### config.mk
export PLATFORM = sky130hd
export DESIGN_NAME = uart_tx_queue
export DESIGN_NICKNAME = d
export VERILOG_FILES = /design/src/rtl/uart_tx_queue_pkg.sv /design/src/rtl/uart_tx_queue_sync_fifo.sv /design/src/rtl/uart_tx_queue.sv
export SDC_FILE = /design/constraint.sdc
export NUM_CORES = 1
export LEC_CHECK = 0
export BUFFER_PORTS_ARGS = -buffer_cell sky130_fd_sc_hd__buf_2
export CAP_MARGIN = 10
export CORE_ASPECT_RATIO = 0.7
export CORE_MARGIN = 2
export CORE_UTILIZATION = 33
export DETAILED_ROUTE_END_ITERATION = 10
export PLACE_DENSITY_LB_ADDON = 0.25
export SYNTH_ARGS = -nofsm -noshare
export SYNTH_HDL_FRONTEND = slang
export SYNTH_SLANG_ARGS = --single-unit
### constraint.sdc
create_clock -name clk -period 7.8 [get_ports clk]
set_clock_uncertainty 0.15 [all_clocks]
set_input_delay 0.78 -clock clk [delete_from_list [all_inputs] [get_ports clk]]
set_output_delay 0.78 -clock clk [all_outputs]
set_load 0.02 [all_outputs]
### src/rtl/uart_tx_queue_pkg.sv
// Shared types and defaults for the UART transmit queue: launch FSM states
// and the default acknowledge timeout.
package uart_tx_queue_pkg;

   typedef enum logic [1:0] {
      ST_IDLE      = 2'd0,
      ST_LAUNCH    = 2'd1,
      ST_WAIT_BUSY = 2'd2,
      ST_WAIT_DONE = 2'd3
   } txq_state_e;

   localparam int TXQ_DEPTH_DEFAULT       = 16;
   localparam int TXQ_ADDR_W_DEFAULT      = 4;
   localparam int TXQ_ACK_TIMEOUT_DEFAULT = 255;
   localparam int TXQ_DATA_W              = 8;

endpackage

### src/rtl/uart_tx_queue_sync_fifo.sv
// Synchronous byte FIFO with registered occupancy flags and a sticky
// overflow flag; read data is the entry at the read pointer (show-ahead).
module sync_fifo
   import uart_tx_queue_pkg::*;
#(
   parameter int DEPTH  = TXQ_DEPTH_DEFAULT,
   parameter int ADDR_W = TXQ_ADDR_W_DEFAULT,
   parameter int WIDTH  = TXQ_DATA_W
) (
   input  logic              clk,
   input  logic              reset,
   input  logic              wr_en,
   input  logic [WIDTH-1:0]  wr_data,
   input  logic              rd_en,
   output logic [WIDTH-1:0]  rd_data,
   output logic              full,
   output logic              empty,
   output logic [ADDR_W:0]   count,
   output logic              overflow
);

   logic [WIDTH-1:0] mem_q [DEPTH];
   logic [ADDR_W-1:0] wr_ptr_q, wr_ptr_d;
   logic [ADDR_W-1:0] rd_ptr_q, rd_ptr_d;
   logic [ADDR_W:0]   count_q, count_d;
   logic              full_q, full_d;
   logic              empty_q, empty_d;
   logic              overflow_q, overflow_d;
   logic              wr_ok, rd_ok;

   // A write while full is refused even if a pop frees a slot this cycle.
   assign wr_ok = wr_en & ~full_q;
   assign rd_ok = rd_en & ~empty_q;

   always_comb begin
      wr_ptr_d   = wr_ptr_q;
      rd_ptr_d   = rd_ptr_q;
      count_d    = count_q;
      overflow_d = overflow_q | (wr_en & full_q);
      if (wr_ok) wr_ptr_d = wr_ptr_q + ADDR_W'(1);
      if (rd_ok) rd_ptr_d = rd_ptr_q + ADDR_W'(1);
      case ({wr_ok, rd_ok})
         2'b10:   count_d = count_q + (ADDR_W+1)'(1);
         2'b01:   count_d = count_q - (ADDR_W+1)'(1);
         default: count_d = count_q;
      endcase
      full_d  = (count_d == (ADDR_W+1)'(DEPTH));
      empty_d = (count_d == '0);
   end

   always_ff @(posedge clk) begin
      if (reset) begin
         wr_ptr_q   <= '0;
         rd_ptr_q   <= '0;
         count_q    <= '0;
         full_q     <= 1'b0;
         empty_q    <= 1'b1;
         overflow_q <= 1'b0;
      end else begin
         wr_ptr_q   <= wr_ptr_d;
         rd_ptr_q   <= rd_ptr_d;
         count_q    <= count_d;
         full_q     <= full_d;
         empty_q    <= empty_d;
         overflow_q <= overflow_d;
      end
   end

   // Storage needs no reset; the pointers define what is valid.
   always_ff @(posedge clk) begin
      if (!reset && wr_ok) mem_q[wr_ptr_q] <= wr_data;
   end

   assign rd_data  = mem_q[rd_ptr_q];
   assign full     = full_q;
   assign empty    = empty_q;
   assign count    = count_q;
   assign overflow = overflow_q;

endmodule

### src/rtl/uart_tx_queue.sv
// Byte queue and launch controller in front of the UART transmitter: pops one
// byte, pulses tx_activate, then paces frames using the transmitter's tx_busy.
module uart_tx_queue
   import uart_tx_queue_pkg::*;
#(
   parameter int DEPTH       = TXQ_DEPTH_DEFAULT,
   parameter int ADDR_W      = TXQ_ADDR_W_DEFAULT,
   parameter int ACK_TIMEOUT = TXQ_ACK_TIMEOUT_DEFAULT
) (
   input  logic              clk,
   input  logic              reset,
   input  logic              wr_en,
   input  logic [7:0]        wr_data,
   output logic              full,
   output logic              empty,
   output logic [ADDR_W:0]   count,
   output logic              overflow,
   output logic              ack_timeout,
   input  logic              tx_busy,
   output logic [7:0]        tx_data,
   output logic              tx_activate
);

   localparam int TMR_W = $clog2(ACK_TIMEOUT + 1);

   txq_state_e       state_q, state_d;
   logic [7:0]       tx_data_q, tx_data_d;
   logic             tx_activate_q, tx_activate_d;
   logic [TMR_W-1:0] timer_q, timer_d, timer_inc;
   logic             ack_timeout_q, ack_timeout_d;
   logic             pop;
   logic [7:0]       fifo_rd_data;
   logic             fifo_empty;

   sync_fifo #(
      .DEPTH  (DEPTH),
      .ADDR_W (ADDR_W),
      .WIDTH  (8)
   ) u_fifo (
      .clk      (clk),
      .reset    (reset),
      .wr_en    (wr_en),
      .wr_data  (wr_data),
      .rd_en    (pop),
      .rd_data  (fifo_rd_data),
      .full     (full),
      .empty    (fifo_empty),
      .count    (count),
      .overflow (overflow)
   );

   assign timer_inc = timer_q + TMR_W'(1);

   always_comb begin
      state_d       = state_q;
      tx_data_d     = tx_data_q;
      timer_d       = timer_q;
      ack_timeout_d = ack_timeout_q;
      pop           = 1'b0;
      case (state_q)
         ST_IDLE: begin
            if (!fifo_empty) begin
               pop       = 1'b1;
               tx_data_d = fifo_rd_data;
               state_d   = ST_LAUNCH;
            end
         end
         ST_LAUNCH: begin
            timer_d = '0;
            state_d = ST_WAIT_BUSY;
         end
         ST_WAIT_BUSY: begin
            // A byte that never gets acknowledged is dropped, not retried.
            if (tx_busy) begin
               state_d = ST_WAIT_DONE;
            end else if (timer_inc == TMR_W'(ACK_TIMEOUT)) begin
               ack_timeout_d = 1'b1;
               state_d       = ST_IDLE;
            end else begin
               timer_d = timer_inc;
            end
         end
         ST_WAIT_DONE: begin
            if (!tx_busy) state_d = ST_IDLE;
         end
         default: state_d = ST_IDLE;
      endcase
      // Registered copy of (state == LAUNCH) so the pulse comes straight off a flop.
      tx_activate_d = (state_d == ST_LAUNCH);
   end

   always_ff @(posedge clk) begin
      if (reset) begin
         state_q       <= ST_IDLE;
         tx_data_q     <= 8'h00;
         tx_activate_q <= 1'b0;
         timer_q       <= '0;
         ack_timeout_q <= 1'b0;
      end else begin
         state_q       <= state_d;
         tx_data_q     <= tx_data_d;
         tx_activate_q <= tx_activate_d;
         timer_q       <= timer_d;
         ack_timeout_q <= ack_timeout_d;
      end
   end

   assign empty       = fifo_empty;
   assign ack_timeout = ack_timeout_q;
   assign tx_data     = tx_data_q;
   assign tx_activate = tx_activate_q;

endmodule
### After elaboration in Yosys (flattened, before gate mapping)

Memory sizes are Yosys's and may differ from the RTL's. A register that Yosys moved wholly into a read port is not among the register bits.
Index checks and enable logic that the tools add are counted.

* flip-flop bits (word level): 28
* bits in latches: 0
* bits in writable memories: 128
* bits in read-only memories: 0
* input bits: 12
* output and inout bits: 18
* memories kept: 1

Memories
* u_fifo.mem_q: depth 16, bits a word 8, rd ports 1, clocked after memory_dff 1, write ports 1, line uart_tx_queue_sync_fifo.sv:22 `logic [WIDTH-1:0] mem_q [DEPTH];`

* add/subtract/negate cells: 5
* multiply operators: 0
* divide/modulo/power cells: 0
* magnitude comparators: 0
* equal/unequal tests: 10
* shift operators: 0
* mux-type cells: 13
* bitwise logic cells: 7
* reductions and logical operators: 8

Operator list (count)
* 2-to-1 mux 8 bit: 2
* one-hot mux 8 bit (2 select lines): 1
* one-hot mux 5 bit (2 select lines): 1
* adder 4 x 1 -> 4 bit (second input constant): 2
* adder 8 x 1 -> 8 bit (second input constant): 1
* == test 8 bit (second input constant): 1
* 2-to-1 mux 2 bit: 4
* one-hot mux 2 bit (4 select lines): 1
* == test 2 x 1 -> 1 bit (second input constant): 3
* == test 2 bit (second input constant): 3
* AND reduction 3 bit: 2
* adder 5 x 1 -> 5 bit (second input constant): 1
* == test 5 bit (second input constant): 1
* zero test 5 bit: 1
* subtractor 5 x 1 -> 5 bit (second input constant): 1
* 2-to-1 mux 1 bit: 4
* inequality test 2 bit (second input constant): 2
* bitwise AND 1 bit: 3
* inverter 1 bit: 3
* zero test 2 bit: 1
* AND reduction 2 bit: 1
* nonzero test 2 bit: 1
* logical AND 1 bit: 1
* zero test 1 bit: 1
* bitwise OR 1 bit: 1

### Logic depth before layout (Yosys ltp)

Gate-level depths: netlist of the first run.

* word-level depth: 6
* mapped depth: 11

### Hierarchy

From an unflattened synthesis of the first run, not the netlist that was laid out.

* cells, all modules: 411
* area, all modules: 6881.6 sq um

By module, submodules not included
* sync_fifo: times used 1, cells each 305, area each 5965.7 sq um
* uart_tx_queue: times used 1, cells each 106, area each 915.9 sq um

### Least setup slack after synthesis of the first run

Ideal clock, no wire load.

* path kind: input -> register
* start point: input wr_en
* end point: register u_fifo.empty_q, in the netlist u_fifo.empty
* library setup time: 0.057 ns
* arrival: 2.878 ns
* setup slack: 4.714 ns
* cell stages on the path: 10
* buffers on the path: 0
* cell sequence: nor2b_1 > inv_1 > ha_1 > fa_1 > a21o_1 > a21oi_1 > xor2_1 > nor2_1 > mux2_2 > o21ba_2

* cells in the longest elaborated chain, start to end: 4
* elaborated cells between the ends (all ways): 5
* classes of those cells: eq/ne (2); mux (1); bitwise (1); reduce/logical (1)

RTL lines
* start: declaration: line uart_tx_queue.sv:12 `input logic wr_en,`
* bitwise AND 1 bit (*): line uart_tx_queue_sync_fifo.sv:32 `assign wr_ok = wr_en & ~full_q;`
* == test 2 x 1 -> 1 bit / == test 2 bit (equally long branches): line uart_tx_queue_sync_fifo.sv:42 `case ({wr_ok, rd_ok})`
* one-hot mux 5 bit (2 select lines) (*): line uart_tx_queue_sync_fifo.sv:42
* zero test 5 bit (*): line uart_tx_queue_sync_fifo.sv:48 `empty_d = (count_d == '0);`
* end signal: assignment: line uart_tx_queue_sync_fifo.sv:64 `empty_q <= empty_d;`
* end: declaration: line uart_tx_queue_sync_fifo.sv:27 `logic empty_q, empty_d;`

Every way passes the cells marked *; elsewhere a longest branch is shown, timed or not.
A chain may end at the register's enable or synchronous reset.

### Final worst setup path of the first run

* start point: register state_q[1]
* end point: register u_fifo.empty_q, in the netlist u_fifo.empty

* cells in the longest elaborated chain, start to end: 6
* elaborated cells between the ends (all ways): 7
* classes of those cells: eq/ne (2); mux (2); bitwise (1); reduce/logical (2)

RTL lines
* start: declaration: line uart_tx_queue.sv:26 `txq_state_e state_q, state_d;`
* start signal: assignment: line uart_tx_queue.sv:100 `state_q <= state_d;`
* zero test 2 bit (*): line uart_tx_queue.sv:60 `case (state_q)`
* 2-to-1 mux 1 bit (*): line uart_tx_queue.sv:60
* bitwise AND 1 bit (*): line uart_tx_queue_sync_fifo.sv:33 `assign rd_ok = rd_en & ~empty_q;`
* == test 2 x 1 -> 1 bit / == test 2 bit (equally long branches): line uart_tx_queue_sync_fifo.sv:42
* one-hot mux 5 bit (2 select lines) (*): line uart_tx_queue_sync_fifo.sv:42
* zero test 5 bit (*): line uart_tx_queue_sync_fifo.sv:48

Marks and branches as above.

==> results of run 1 <==
[kinds of logic (layout without fill, tap and decap cells)]
family,count (synthesis),in the layout,synth area share [%]
buf+inv,26,71,2.02
xor+xnor,12,12,1.56
flops,164,164,67.7
simple gates,100,100,6.96
compound gates,42,42,4.25
fa+ha+maj,12,12,2.34
mux,44,44,15.2
[worst max-delay path, cell delays in order, from the launching register on]
cell	delay (ns)
dfxtp_1	0.34
or3_1	0.59
inv_1	0.44
ha_1	0.36
ha_1	0.31
a21o_1	0.17
a21oi_1	0.16
xor2_1	0.09
nor2_1	0.11
mux2_2	0.35
o21ba_2	0.23
[layout by cell type (no fill, tap or decap), drive strengths merged, types with 2 or more instances in the layout]
| cell | instances |
|---|---|
| clkinv | 8 |
| nor3 | 4 |
| buf | 35 |
| inv | 8 |
| o21ai | 5 |
| a21oi | 20 |
| mux4 | 40 |
| dfxtp | 36 |
| a211oi | 3 |
| mux2i | 2 |
| nand4 | 5 |
| nand2 | 35 |
| bufinv | 2 |
| xor2 | 8 |
| a221oi | 2 |
| mux2 | 2 |
| xnor2 | 4 |
| a31oi | 2 |
| nor2b | 5 |
| nand3 | 3 |
| clkbuf | 17 |
| and3 | 3 |
| edfxtp | 128 |
| and2 | 2 |
| nor3b | 2 |
| nand2b | 3 |
| ha | 11 |
| a21o | 2 |
| nor2 | 31 |
| a211o | 2 |
[cell type report]
cell class	instances	area, sq um
clock buffer	17	425
clock inverter	13	116
fill	1850	12200
inverter	6	22.5
multi-input combinational	210	2040
sequential	164	4570
tap	270	338
timing repair buffer	35	190
[flip-flops by register name, summed over array words and instances (netlist names), 2 cells and up]
| name | count |
|---|---|
| tx_data | 8 |
| state_q | 2 |
| u_fifo.rd_ptr_q | 4 |
| u_fifo.wr_ptr_q | 4 |
| u_fifo.count | 5 |
| u_fifo.mem_q | 128 |
| timer_q | 8 |
[synthesized netlist by cell type, types with 5 or more instances]
| cell | number |
|---|---|
| a21oi_1 | 20 |
| clkbuf_1 | 12 |
| dfxtp_1 | 36 |
| edfxtp_1 | 128 |
| ha_1 | 11 |
| inv_1 | 6 |
| mux4_1 | 21 |
| mux4_2 | 19 |
| nand2_1 | 35 |
| nand4_1 | 5 |
| nor2_1 | 31 |
| nor2b_1 | 5 |
| xor2_1 | 8 |
[power by group through the flow]
stage	Combinational (W)	Clock (W)	Sequential [W]
detailed placement	0.000454	0	0.00106
global placement	0.000448	0	0.00105
floorplan	0.000314	0	0.00108
global route	0.000498	0.000839	0.00105
CTS	0.000457	0.000804	0.00104
finish	0.000452	0.000787	0.00104
[metal layers]
metal	up-vias	part of all wire, %	GRT usage (%)
li1	1632	-	-
met1	1841	50	19.5
met2	66	46	21.4
met3	15	3.3	3.24
met4	0	1.3	4.79
met5	-	0	0
[metrics by stage]
stage	instances	utilization, %	hold slack [ns]
2_1_floorplan	400	-	0.331
3_3_place_gp	685	36.0	0.294
3_5_place_dp	685	36.0	0.296
4_1_cts	715	38.7	0.305
5_1_grt	715	38.7	0.325
6_report	715	38.7	0.299
[worst max-delay path by stage]
stage | start | to
detailed placement | wr_en | u_fifo.empty
finish | state_q[1] | u_fifo.empty
global route | state_q[1] | u_fifo.empty
global placement | wr_en | u_fifo.empty
CTS | state_q[1] | u_fifo.empty
floorplan | wr_en | u_fifo.empty
==> metrics.txt, run 1 <==
Post-Layout Inst Area 7700 sq um; final hold viol count 0; final cycle utilization of the critical path approximately 43%; syn nets 424; Longest Clk Path Bufs 2; Cells after Synth 400; Setup WS pre-CTS approximately 4.4 ns; largest net degree at the start of global routing 36; FP Rows between 40 and 50; max-slew violation count 0; PD cells 296 nW/um^2; Residual DRC 0; Starting Density between 30% and 40%; H-tree Lvls 4; Hold Crit Depth 2; post-DP HPWL 8800 microns; clock slew seen by the registers of the worst setup and hold paths 0.06 ns; sequential-to-total area share from yosys stat 67.7%; antenna violations before repair 0; Net Sw Frac between 20 and 30%; setup bufs post-CTS 0; Worst EP arrival roughly 3.6 ns; ys async rst share 0%; max-cap violations 0; TNS Setup 0 ns; reg-to-reg setup timing slack around 4.4 ns; Combinational Power Share 19.9%; final worst-path setup slack 4.45 ns; leakage ~2.6 nW; Sw Pwr between 0.0006 and 0.0007 W; critical path class reg2reg; vias in the first global route roughly 3600; PortBufs 29; Internal between 0.0015 and 0.002 W; cts repair resizes 0; Vias/cell between 4 and 5; Final Power ~0.0023 W; Synth area leaders edfxtp_1 (57%), dfxtp_1 (11%), mux4_1 (8.2%); part of the power in registers between 40% and 50%; Die Height around 120 microns; fmax between 200 and 300 MHz; gpl congestion 0.776; global-route wire length before repair around 21000 microns; Critical R2R Capture u_fifo.empty; top cell type's share of synthesized area between 50% and 60%; Placed Instance Area 7160 sq um; EDFF count, synth approximately 130; nets about 460; unrepaired setup endpoints after global routing false; Yosys cell types roughly 50; first-pass iteration count of the detailed router 4; clk_lat worst skew 0.42 ns; min-delay src tx_data[6]; io pins 30; fraction of layout cells with a size suffix above 1 19.8%; n_diodes 0; 1st-iter DRT viols approximately 260; Synth Flop Type edfxtp_1; post-route ant nets 0; clock power share between 30% and 40%; RR Startpoint state_q[1]; syn_area_per_cell 16.9 sq um; mapped cell area around 6700 sq um; setup violators final 0; CTS tree yes; hold crit path type reg2reg; reg2reg path depth 10; gr ovfl total 0; CTS root buffer clkbuf_16; peak supply drop 162 uV; Core Box Area roughly 20000 sq um; Hold Path End tx_data[6]; clk sinks about 160; critical path required time 8.01 ns; worst slew pin tran about 1.2 ns; DR vias ~3600; wire per inst slightly below 20 microns; Setup crit end kind register; YS warnings 0; P&R area growth vs syn 14.2%; WL final 14100 microns; Worst slew margin between 10% and 20%; minimum clock period 3.35 ns; leading area contributor after synthesis edfxtp_1; Chip Width 175 microns; Worst setup SP type register; Die ar. approximately 22000 sq um; all-layer global routing usage ~14%; crit-path max FO 13; CTS buffer count 17; status completed; CTS Hold Bufs 0; flops & latches, synth ~160
(Power assumes the default switching activity.)
==> inputs of run 2 (changes only) <==
--- a/config.mk
+++ b/config.mk
@@ -5,6 +5,7 @@
 export SDC_FILE = /design/constraint.sdc
 export NUM_CORES = 1
 export LEC_CHECK = 0
+export ABC_AREA = 1
 export BUFFER_PORTS_ARGS = -buffer_cell sky130_fd_sc_hd__buf_2
 export CAP_MARGIN = 10
 export CORE_ASPECT_RATIO = 0.7
==> constraint.sdc (replaced) <==
create_clock -name clk -period 2.9 [get_ports clk]
set_clock_uncertainty 0.15 [all_clocks]
set_input_delay 0.29 -clock clk [delete_from_list [all_inputs] [get_ports clk]]
set_output_delay 0.29 -clock clk [all_outputs]
set_load 0.02 [all_outputs]
==> run 2 against run 1 <==
Effect of this change: non-clock buffer count increased by 9; global-route usage increased by 1.6 points; combinational power increased to 4.3 times the previous value; routed wire length increased by 18%; sequential power increased to 2.7 times the previous value; worst setup slack got worse by 4.1 ns; critical path depth increased by 5; final area increased by 3.7%.
==> metrics.txt, run 2 <==
global-route wire length before repair 25800 microns (+20%); first-pass iteration count of the detailed router 5 (+1); most frequent cells after synthesis nor2_1 (139), edfxtp_1 (128), nand3_1 (65), o21ai_0 (61), nand2_1 (52); Critical Path, Cell by Cell dlygate4sd3_1 > buf_2 > inv_1 > nor2_1 > inv_1 > ha_1 > fa_1 > a21oi_1 > nor2_1 > nor2_1 > xor2_1 > nand2_1 > nand2_1 > nand2_1 > nor2_1; nets 703 (+53%); final hold viol count 0 (unchanged); crit-path max FO 5 (-8); CTS buffer count 17 (unchanged); crit-path max cell delay 0.52 ns (-0.07 ns); top cell type's share of synthesized area 55.6% (-1.4 points); Slowest-stage cell, CP dlygate4sd3_1; Yosys cell types 34 (-31%); Worst slew margin 48.4% (+29 points); CTS tree yes; gr ovfl total 0 (unchanged); Biggest register u_fifo.mem_q; unrepaired setup endpoints after global routing false; syn nets 671 (+58%); TNS Setup 0 ns (unchanged); Setup crit end kind register; footprint of the multi-input gates 2050 sq um (+0.31%); mapped cell area 6920 sq um (+2.6%); worst path bufs/invs 4 (+3); Vias/cell 4.92 (-0.99%); max-cap violations 0 (unchanged); CTS root buffer clkbuf_16; setup bufs post-CTS 0 (unchanged); clock slew seen by the registers of the worst setup and hold paths 0.07 ns (about the same); critical path required time 3.12 ns (-4.89 ns); Synth area leaders edfxtp_1 (56%), dfxtp_1 (10%), nor2_1 (7.5%); Starting Density 33.5% (-0.37 points); EDFF count, synth 128 (unchanged); WL final 16600 microns (+18%); most used cell, CP nor2_1; post-layout util 38.7% (about the same); leakage 2.89 nW (+12%); clk sinks 164 (unchanged); wire per inst 17.2 microns (-13%); fill count 2020 (+9.2%); fmax approximately 390 MHz; max-slew violation count 0 (unchanged); Worst setup SP type primary input; CTS Hold Bufs 1 (+1); fraction of layout cells with a size suffix above 1 12.9% (-6.9 points); Cells after Synth 647 (+62%); PD cells 864 nW/um^2 (+190%); post-route ant nets 0 (unchanged); cts repair resizes 0 (unchanged); FP Rows 44 (+2.3%); Reg area 4570 sq um (unchanged); leading area contributor after synthesis edfxtp_1; P&R area growth vs syn 15.4%; ys async rst share 0% (unchanged); Residual DRC 0 (unchanged); H-tree Lvls 4 (unchanged); flops & latches, synth 164 (unchanged); Die ar. 22100 sq um (+2.5%); setup violators final 0 (unchanged); sequential-to-total area share from yosys stat 66.0% (-1.7 points); most frequent cells in the layout nor2_1 (139), edfxtp_1 (128), nand3_1 (65), o21ai_0 (61), nand2_1 (52); gpl congestion 0.826 (+6.5%); clk_lat worst skew 0.42 ns (about the same); Core Box Area 20600 sq um (+3.7%); Longest Clk Path Bufs 2 (unchanged); DR vias 4764 (+34%); hold crit path type in2reg; syn_area_per_cell 10.7 sq um (-37%); largest net degree at the start of global routing 75 (+110%); n_diodes 0 (unchanged); Die Height 125 microns (+1.2%); Synth Flop Type edfxtp_1; Worst EP arrival 2.78 ns (-0.79 ns); vias in the first global route 4426 (+23%); CP top delay family buffers and inverters; cell with the most instances after synthesis nor2_1; worst slew pin tran 0.771 ns (-0.434 ns); most common cell after layout, fill and taps aside nor2_1; Largest register FFs 128 (unchanged); status completed; io pins 30 (unchanged); post-DP HPWL 11000 microns (+25%); final cycle utilization of the critical path 88.4%; Chip Width 177 microns (+1.3%); minimum clock period between 2 and 3 ns; 1st-iter DRT viols 576 (+120%); Final Power 0.00690 W (+200%); YS warnings 0 (unchanged); critical path class in2reg; PortBufs 29 (unchanged); peak supply drop 334 uV (+110%); antenna violations before repair 0 (unchanged); all-layer global routing usage 15.5% (+1.6 points)
[run 2: worst paths after layout]
kind	start	endpoint	slack, ns	cells after the start
max	wr_en	u_fifo.full	0.34	15
min	tx_busy	state_q[0]	0.01	3
min reg2reg	ack_timeout	ack_timeout	0.31	2
max reg2reg	u_fifo.full	u_fifo.full	0.53	12
[run 2: area by class of cell]
type | count | area share (%)
timing repair buffer | 44 | 3.42
clock inverter | 15 | 1.94
inverter | 45 | 2.12
clock buffer | 17 | 5.33
multi-input combinational | 407 | 25.7
tap | 276 | 4.33
sequential | 164 | 57.2
[run 2: layer usage]
| layer | vias to the layer above | part of all wire (%) | GRT usage, % |
|---|---|---|---|
| li1 | 2318 | - | - |
| met1 | 2259 | 48 | 23.3 |
| met2 | 174 | 43 | 22.1 |
| met3 | 13 | 7.5 | 3.50 |
| met4 | 0 | 1.0 | 4.52 |
| met5 | - | 0 | 0 |
[run 2: worst min-delay path: cells and delay by family]
| kind | cells | cell delay [ns] |
|---|---|---|
| simple gates | 1 | 0.06 |
| buf+inv | 1 | 0.12 |
| compound gates | 1 | 0.06 |
[run 2: cell families (layout without fill, tap and decap cells)]
| kind of cell | Yosys count | in the layout | synth area share, % |
|---|---|---|---|
| xor gates and xnor gates | 4 | 4 | 0.507 |
| DFF | 164 | 164 | 66.0 |
| and+or+nand+nor | 279 | 279 | 17.6 |
| muxes | 1 | 1 | 0.145 |
| adders and majority gates | 12 | 12 | 2.28 |
| buffers and inverters | 76 | 121 | 4.40 |
| AOI/OAI and AO/OA | 111 | 111 | 9.10 |
[run 2: metrics by stage]
| step | hold WS [ns] | cells | setup WS, ns | cell area [sq um] |
|---|---|---|---|---|
| after floorplan | 0.219 | 647 | 0.547 | 6920 |
| after global placement | 0.289 | 935 | 0.513 | 7390 |
| after detailed placement | 0.297 | 935 | 0.446 | 7390 |
| after CTS | 0.00340 | 968 | 0.354 | 7980 |
| after global routing | 0.0182 | 968 | 0.137 | 7980 |
| final | 0.0116 | 968 | 0.338 | 7980 |
[run 2: report_power, final]
part	internal, W	switching (W)	total (W)
clock network	0.00115	0.00102	0.00218
registers	0.00268	0.000105	0.00279
logic	0.000619	0.00131	0.00193
